### config.mk
export PLATFORM = sky130hd
export DESIGN_NAME = ram_port_arbiter_flat
export DESIGN_NICKNAME = d
export VERILOG_FILES = /design/src/rtl/ram_port_arbiter_pkg.sv /design/src/rtl/ram_port_arbiter_if.sv /design/src/rtl/ram_port_arbiter_rr_arb2.sv /design/src/rtl/ram_port_arbiter.sv /design/src/flat_wrapper.sv
export SDC_FILE = /design/constraint.sdc
export NUM_CORES = 1
export LEC_CHECK = 0
export BUFFER_PORTS_ARGS = -buffer_cell sky130_fd_sc_hd__buf_2
export CAP_MARGIN = 40
export CORE_AREA = 2 2 50 52
export DETAILED_ROUTE_END_ITERATION = 12
export DIE_AREA = 0 0 52 54
export GPL_TIMING_DRIVEN = 0
export PLACE_DENSITY_LB_ADDON = 0.15
export SETUP_SLACK_MARGIN = 0.4
export SYNTH_ARGS = -nofsm -noshare
export SYNTH_HDL_FRONTEND = slang
export SYNTH_HIERARCHICAL = 1
export SYNTH_SLANG_ARGS = --single-unit
### constraint.sdc
create_clock -name CLK -period 1.4 [get_ports CLK]
set_input_delay 0.21 -clock CLK [delete_from_list [all_inputs] [get_ports CLK]]
set_output_delay 0.21 -clock CLK [all_outputs]
set_load 0.02 [all_outputs]
### src/rtl/ram_port_arbiter_pkg.sv
// ram_arb_pkg: shared state encoding, RW codes and default widths for ram_port_arbiter.
// The WIPE state exists only when RAM_ARB_WIPE_EN is defined.
package ram_arb_pkg;
    localparam int AW_DEF = 2;
    localparam int DW_DEF = 4;
    localparam logic RW_READ = 1'b1;
    localparam logic RW_WRITE = 1'b0;
    typedef enum logic [2:0] {
        ST_IDLE,
        ST_ISSUE,
        ST_WAIT,
        ST_RESP
`ifdef RAM_ARB_WIPE_EN
        , ST_WIPE
`endif
    } state_t;
endpackage

### src/rtl/ram_port_arbiter_if.sv
// ram_port_arbiter_if: requester ports, RAM control lines and status of ram_port_arbiter.
// WIPE is present only when RAM_ARB_WIPE_EN is defined.
interface ram_port_arbiter_if
    import ram_arb_pkg::*;
#(
    parameter int AW = AW_DEF,
    parameter int DW = DW_DEF
);
    logic          REQ0, REQ1, RW0, RW1, ACK0, ACK1;
    logic [AW-1:0] ADDR0, ADDR1, MEM_ADDR;
    logic [DW-1:0] DIN0, DIN1, DOUT0, DOUT1, MEM_DIN, MEM_DOUT;
    logic          BUSY, MEM_EN, MEM_RW;
`ifdef RAM_ARB_WIPE_EN
    logic          WIPE;
`endif
    modport slave (
        input  REQ0, REQ1, RW0, RW1, ADDR0, ADDR1, DIN0, DIN1, MEM_DOUT,
`ifdef RAM_ARB_WIPE_EN
        input  WIPE,
`endif
        output ACK0, ACK1, DOUT0, DOUT1, BUSY, MEM_EN, MEM_RW, MEM_ADDR, MEM_DIN
    );
    modport master (
        output REQ0, REQ1, RW0, RW1, ADDR0, ADDR1, DIN0, DIN1, MEM_DOUT,
`ifdef RAM_ARB_WIPE_EN
        output WIPE,
`endif
        input  ACK0, ACK1, DOUT0, DOUT1, BUSY, MEM_EN, MEM_RW, MEM_ADDR, MEM_DIN
    );
endinterface

### src/rtl/ram_port_arbiter_rr_arb2.sv
// rr_arb2: two-way round-robin arbiter; o_last is the most recently granted port.
module rr_arb2 (
    input  logic       clk,
    input  logic       rst,
    input  logic [1:0] i_req,
    input  logic       i_upd,
    output logic [1:0] o_gnt,
    output logic       o_last
);
    logic r_last;
    always_comb o_gnt = (i_req == 2'b11) ? (r_last ? 2'b01 : 2'b10) : i_req;
    always_ff @(posedge clk) begin
        if (rst) r_last <= 1'b1;
        else if (i_upd) r_last <= o_gnt[1];
    end
    assign o_last = r_last;
endmodule

### src/rtl/ram_port_arbiter.sv
// ram_port_arbiter: round-robin two-port controller owning the single-port RAM control lines.
// Defining RAM_ARB_WIPE_EN adds a zero-fill sweep of the whole array triggered by WIPE.
module ram_port_arbiter
    import ram_arb_pkg::*;
#(
    parameter int AW = AW_DEF,
    parameter int DW = DW_DEF
) (
    input logic               CLK,
    input logic               CLR,
    ram_port_arbiter_if.slave bus
);
    state_t        r_state;
    logic          r_rw, r_ack0, r_ack1, r_mem_en, r_mem_rw;
    logic [AW-1:0] r_mem_addr;
    logic [DW-1:0] r_mem_din, r_dout0, r_dout1;
    logic [1:0]    w_gnt;
    logic          w_last, w_wipe_go, w_grant;
`ifdef RAM_ARB_WIPE_EN
    logic          r_wipe_pend;
    assign w_wipe_go = r_wipe_pend;
`else
    assign w_wipe_go = 1'b0;
`endif
    assign w_grant = (r_state == ST_IDLE) && !w_wipe_go && |w_gnt;

    // After a grant, w_last names the port that owns the transaction in flight.
    rr_arb2 u_arb (
        .clk    (CLK),
        .rst    (CLR),
        .i_req  ({bus.REQ1, bus.REQ0}),
        .i_upd  (w_grant),
        .o_gnt  (w_gnt),
        .o_last (w_last)
    );

    always_ff @(posedge CLK) begin
        if (CLR) begin
            r_state    <= ST_IDLE;
            r_rw       <= RW_WRITE;
            r_ack0     <= 1'b0;
            r_ack1     <= 1'b0;
            r_mem_en   <= 1'b0;
            r_mem_rw   <= RW_WRITE;
            r_mem_addr <= '0;
            r_mem_din  <= '0;
            r_dout0    <= '0;
            r_dout1    <= '0;
`ifdef RAM_ARB_WIPE_EN
            r_wipe_pend <= 1'b0;
`endif
        end else begin
            r_ack0    <= 1'b0;
            r_ack1    <= 1'b0;
            r_mem_en  <= 1'b0;
            r_mem_rw  <= RW_WRITE;
            r_mem_din <= '0;
`ifdef RAM_ARB_WIPE_EN
            if (bus.WIPE && r_state != ST_WIPE) r_wipe_pend <= 1'b1;
`endif
            case (r_state)
                ST_IDLE: begin
`ifdef RAM_ARB_WIPE_EN
                    if (r_wipe_pend) begin
                        r_state    <= ST_WIPE;
                        r_mem_en   <= 1'b1;
                        r_mem_addr <= '0;
                    end
`endif
                    if (w_grant) begin
                        r_state    <= ST_ISSUE;
                        r_mem_en   <= 1'b1;
                        r_rw       <= w_gnt[1] ? bus.RW1 : bus.RW0;
                        r_mem_rw   <= w_gnt[1] ? bus.RW1 : bus.RW0;
                        r_mem_addr <= w_gnt[1] ? bus.ADDR1 : bus.ADDR0;
                        r_mem_din  <= w_gnt[1] ? bus.DIN1 : bus.DIN0;
                    end
                end
                ST_ISSUE: r_state <= ST_WAIT;
                ST_WAIT: begin
                    r_state <= ST_RESP;
                    r_ack0  <= !w_last;
                    r_ack1  <= w_last;
                    if (r_rw == RW_READ && !w_last) r_dout0 <= bus.MEM_DOUT;
                    if (r_rw == RW_READ && w_last) r_dout1 <= bus.MEM_DOUT;
                end
                ST_RESP: r_state <= ST_IDLE;
`ifdef RAM_ARB_WIPE_EN
                ST_WIPE: begin
                    if (r_mem_addr == '1) begin
                        r_state     <= ST_IDLE;
                        r_wipe_pend <= 1'b0;
                    end else begin
                        r_mem_en   <= 1'b1;
                        r_mem_addr <= r_mem_addr + 1'b1;
                    end
                end
`endif
                default: r_state <= ST_IDLE;
            endcase
        end
    end

    assign bus.ACK0     = r_ack0;
    assign bus.ACK1     = r_ack1;
    assign bus.DOUT0    = r_dout0;
    assign bus.DOUT1    = r_dout1;
    assign bus.BUSY     = r_state != ST_IDLE;
    assign bus.MEM_EN   = r_mem_en;
    assign bus.MEM_RW   = r_mem_rw;
    assign bus.MEM_ADDR = r_mem_addr;
    assign bus.MEM_DIN  = r_mem_din;
endmodule

### src/flat_wrapper.sv
// flat-port wrapper written by rule: the top's interface ports become plain ports
module ram_port_arbiter_flat import ram_arb_pkg::*;
#(
    parameter int AW = AW_DEF,
    parameter int DW = DW_DEF
)
  (CLK, CLR, bus_REQ0, bus_REQ1, bus_RW0, bus_RW1, bus_ADDR0, bus_ADDR1, bus_DIN0, bus_DIN1, bus_MEM_DOUT, bus_ACK0, bus_ACK1, bus_DOUT0, bus_DOUT1, bus_BUSY, bus_MEM_EN, bus_MEM_RW, bus_MEM_ADDR, bus_MEM_DIN);
  ram_port_arbiter_if #(.AW(AW), .DW(DW)) bus_i ();
  input logic CLK;
  input logic CLR;
  input wire logic [$bits(bus_i.REQ0)-1:0] bus_REQ0;
  input wire logic [$bits(bus_i.REQ1)-1:0] bus_REQ1;
  input wire logic [$bits(bus_i.RW0)-1:0] bus_RW0;
  input wire logic [$bits(bus_i.RW1)-1:0] bus_RW1;
  input wire logic [$bits(bus_i.ADDR0)-1:0] bus_ADDR0;
  input wire logic [$bits(bus_i.ADDR1)-1:0] bus_ADDR1;
  input wire logic [$bits(bus_i.DIN0)-1:0] bus_DIN0;
  input wire logic [$bits(bus_i.DIN1)-1:0] bus_DIN1;
  input wire logic [$bits(bus_i.MEM_DOUT)-1:0] bus_MEM_DOUT;
  output wire logic [$bits(bus_i.ACK0)-1:0] bus_ACK0;
  output wire logic [$bits(bus_i.ACK1)-1:0] bus_ACK1;
  output wire logic [$bits(bus_i.DOUT0)-1:0] bus_DOUT0;
  output wire logic [$bits(bus_i.DOUT1)-1:0] bus_DOUT1;
  output wire logic [$bits(bus_i.BUSY)-1:0] bus_BUSY;
  output wire logic [$bits(bus_i.MEM_EN)-1:0] bus_MEM_EN;
  output wire logic [$bits(bus_i.MEM_RW)-1:0] bus_MEM_RW;
  output wire logic [$bits(bus_i.MEM_ADDR)-1:0] bus_MEM_ADDR;
  output wire logic [$bits(bus_i.MEM_DIN)-1:0] bus_MEM_DIN;
  assign bus_i.REQ0 = bus_REQ0;
  assign bus_i.REQ1 = bus_REQ1;
  assign bus_i.RW0 = bus_RW0;
  assign bus_i.RW1 = bus_RW1;
  assign bus_i.ADDR0 = bus_ADDR0;
  assign bus_i.ADDR1 = bus_ADDR1;
  assign bus_i.DIN0 = bus_DIN0;
  assign bus_i.DIN1 = bus_DIN1;
  assign bus_i.MEM_DOUT = bus_MEM_DOUT;
  assign bus_ACK0 = bus_i.ACK0;
  assign bus_ACK1 = bus_i.ACK1;
  assign bus_DOUT0 = bus_i.DOUT0;
  assign bus_DOUT1 = bus_i.DOUT1;
  assign bus_BUSY = bus_i.BUSY;
  assign bus_MEM_EN = bus_i.MEM_EN;
  assign bus_MEM_RW = bus_i.MEM_RW;
  assign bus_MEM_ADDR = bus_i.MEM_ADDR;
  assign bus_MEM_DIN = bus_i.MEM_DIN;
  ram_port_arbiter #(.AW(AW), .DW(DW)) u_core (.CLK(CLK), .CLR(CLR), .bus(bus_i));
endmodule
==> summary.txt <==
Outcome
  – Outcome: finished, final reports clean

Yosys
  – Yosys warning total: 6
  – Post-Syn Area: roughly 870 um^2
  – Mapped Cells: 84
  – Synth Register Bits: 22
  – Sequential area share after synthesis: 0.5043
  – Unique masters post-synth: 24
  – Avg Inst Size Synth: ~10 um^2
  – Synth Net Count: 109

Layout
  – Layout area overhead: 83.52%
  – Final core utilization: 0.6909
  – Layout Nets: 169
  – # diodes: 0
  – Share of cells above drive strength 1: 0.6853

Setup path
  – Crit path DAT: 1040 ps
  – CP startpoint: u_core/r_state[0]
  – Critical Path End Type: primary output
  – R2r setup slk: 160 ps
  – Largest fanout on the critical path: 3
  – CP Class: reg -> out
  – R2R Path End: u_core/u_arb/o_last
  – CP Data Required Time: 1190 ps
  – R2R cell count: 4
  – CP endpoint: bus_BUSY
  – Startpoint types: flop
  – FF-to-FF Start: u_core/u_arb/o_last

Clocking
  – Post-CTS Hold Fix Bufs: 0
  – Root buf cell: clkbuf_4
  – CTS sink cnt: 22
  – CTS HTree Levels: 1
  – TritonCTS buffer count: 3
  – CTS clk-pin slew, worst paths: approximately 120 ps
  – TritonCTS clock tree: done
  – Clock buffer depth: 2
  – Clock Latency Late Sink: 310 ps

Timing
  – Hold Vio Cnt, Final: 0
  – Setup TNS: 0 ps
  – Least-Margin Pin Slew: 417.6 ps
  – Tcrit/Tclk final: 0.8933
  – Final Skew: about 8 ps
  – Setup violators final: 0
  – Fmax: 799.6 MHz
  – Slew Viols, Final: 0
  – Min cycle time layout: ~1300 ps
  – Max_slew headroom: 0.7216
  – RSZ-0062 raised after global routing: true
  – Final worst slack: 149.4 ps
  – Hold WS: 128.5 ps

Global route
  – Initial antenna violation count: 0
  – Vias in the first global route: 734
  – First-pass GRT wire length: 3160 um
  – Overall Global Routing Usage: 0.1593
  – Gr ovfl total: 0
  – Largest net degree at the start of global routing: 14

Power
  – VDD IR-drop max: 0.8746 mV
  – PwrDens: 1535 mW/mm^2
  – Static Leak: 0.7826 nW

Routing
  – Post-DRT Antenna Nets: 0
  – Via Count: 800
  – Wire length per cell: approximately 12 um
  – Vias per inst: 4.624
  – Pre-antenna DRT Iters: 4
  – WL final: 2110 um
  – Drc violations: 0
  – Initial DRC count: 3

Floorplanning
  – Die Y: 54 um
  – Rows: 18
  – Initial Utilization: 0.3765
  – Io pins: 41
  – Core box area: 0.002320 mm^2
  – Die area: 0.002808 mm^2
  – Die W: 52 um

Hold path
  – Hold Path Class: in -> reg

Placement
  – GPL Wtd Cong: 0.7251
  – Port bufs: 40
  – DP Worst Slack: 111.8 ps
  – DP Wirelength: roughly 1400 um

Flow run
  – Max Cap Violations: 0
-- logic make-up (layout without fill, tap and decap cells) --
family,after synthesis,after routing,share of synthesized area
buffers and inverters,7,66,0.03868
adder cells (fa/ha/maj),3,3,0.04298
multiplexers,15,15,0.1719
flip-flops,22,22,0.5043
AND/OR/NAND/NOR,28,28,0.1647
AO/OA/AOI/OAI,9,9,0.07737
-- flip-flops by register name, indices dropped and copies added (netlist names) --
| register | cells |
|---|---|
| u_core/bus.ACK0 | 1 |
| u_core/bus.ACK1 | 1 |
| u_core/bus.DOUT0 | 4 |
| u_core/bus.DOUT1 | 4 |
| u_core/bus.MEM_ADDR | 2 |
| u_core/bus.MEM_DIN | 4 |
| u_core/bus.MEM_EN | 1 |
| u_core/bus.MEM_RW | 1 |
| u_core/r_rw | 1 |
| u_core/r_state | 2 |
| u_core/u_arb/o_last | 1 |
-- synth_stat cells --
| cell | n | area [um^2] |
|---|---|---|
| clkbuf_1 | 1 | 3.750 |
| a211o_1 | 1 | 8.760 |
| o21bai_1 | 1 | 7.510 |
| o21a_2 | 1 | 8.760 |
| nand3b_1 | 2 | 15.01 |
| a21boi_0 | 1 | 7.510 |
| and3b_1 | 1 | 8.760 |
| ha_1 | 3 | 37.54 |
| buf_6 | 1 | 11.26 |
| a21boi_1 | 1 | 7.510 |
| a211oi_1 | 3 | 22.52 |
| nor2b_1 | 1 | 6.260 |
| nor2_1 | 16 | 60.06 |
| or2_1 | 1 | 6.260 |
| nand2_1 | 1 | 3.750 |
| nor3b_2 | 1 | 12.51 |
| inv_1 | 5 | 18.77 |
| nand3_1 | 1 | 5.000 |
| a21oi_1 | 1 | 5.000 |
| nor3_1 | 1 | 5.000 |
| nand2b_1 | 1 | 6.260 |
| mux2i_1 | 15 | 150.1 |
| nor3b_1 | 2 | 15.01 |
| dfxtp_1 | 22 | 440.4 |
-- cell type report --
class / count / area [um^2]
plain buffers: 2 / 18.77
clock buffers: 4 / 47.55
fillers: 168 / 716.9
inverters: 5 / 21.27
multi-input cells: 55 / 525.5
flip-flops and latches: 22 / 471.7
well taps: 30 / 37.54
repair buffers: 55 / 480.5
-- repair_timing --
| item | 4_1_cts | 5_1_grt |
|---|---|---|
| setup endpoints to repair | 35 | 41 |
| cloned | 0 | 1 |
| buffers inserted | 11 | 3 |
| pin swaps | 7 | 7 |
| resized for setup | 56 | 26 |
| endpoints found under the hold margin | 0 | 0 |
-- how the worst min path moves through the flow --
stage	end	slack, ps	depth (start not counted)	startpoint
after global placement	u_core/bus.MEM_DIN[3]	440	3	bus_DIN0[3]
after floorplan	u_core/r_state[0]	280	1	CLR
after CTS	u_core/bus.MEM_DIN[1]	120	3	bus_DIN0[1]
final	u_core/bus.MEM_DIN[2]	130	3	bus_DIN0[2]
after global routing	u_core/bus.MEM_DIN[2]	130	3	bus_DIN0[2]
after detailed placement	u_core/bus.MEM_DIN[2]	450	3	bus_DIN0[2]
-- per-layer routing --
metal | share of wire | GRT usage | up-vias
met5 | 0 | 0 | -
met1 | 0.40 | 0.1878 | 361
li1 | - | - | 407
met2 | 0.52 | 0.2700 | 30
met3 | 0.078 | 0.03889 | 2
met4 | 0.0057 | 0.07895 | 0
-- worst max-delay path, cell delays in order, from the launching register on --
cell,delay [ps]
dfxtp_2,370
inv_4,50
ha_4,160
inv_2,50
buf_6,100
-- through the flow --
step / cells / instance area [um^2] / total power [mW]
after CTS: 169 / 1466 / 2.271
after floorplan: 84 / 918.4 / 1.317
after global routing: 173 / 1603 / 2.599
after global placement: 154 / 1156 / 1.493
final: 173 / 1603 / 2.461
after detailed placement: 154 / 1156 / 1.523
-- power by group --
group | switching [mW] | internal, mW | leakage [nW]
Clock | 0.195 | 0.218 | 0.0261
Sequential | 0.0819 | 0.761 | 0.189
Combinational | 0.533 | 0.673 | 0.568
-- layout by cell type (no fill, tap or decap), types with 3 or more instances in the layout --
master / n
buf_6: 24
a211oi_1: 3
buf_4: 8
nor2_1: 16
clkbuf_4: 3
buf_2: 21
inv_2: 3
mux2i_1: 15
dfxtp_2: 19
ha_4: 3
Power figures use the tool's default switching activity.
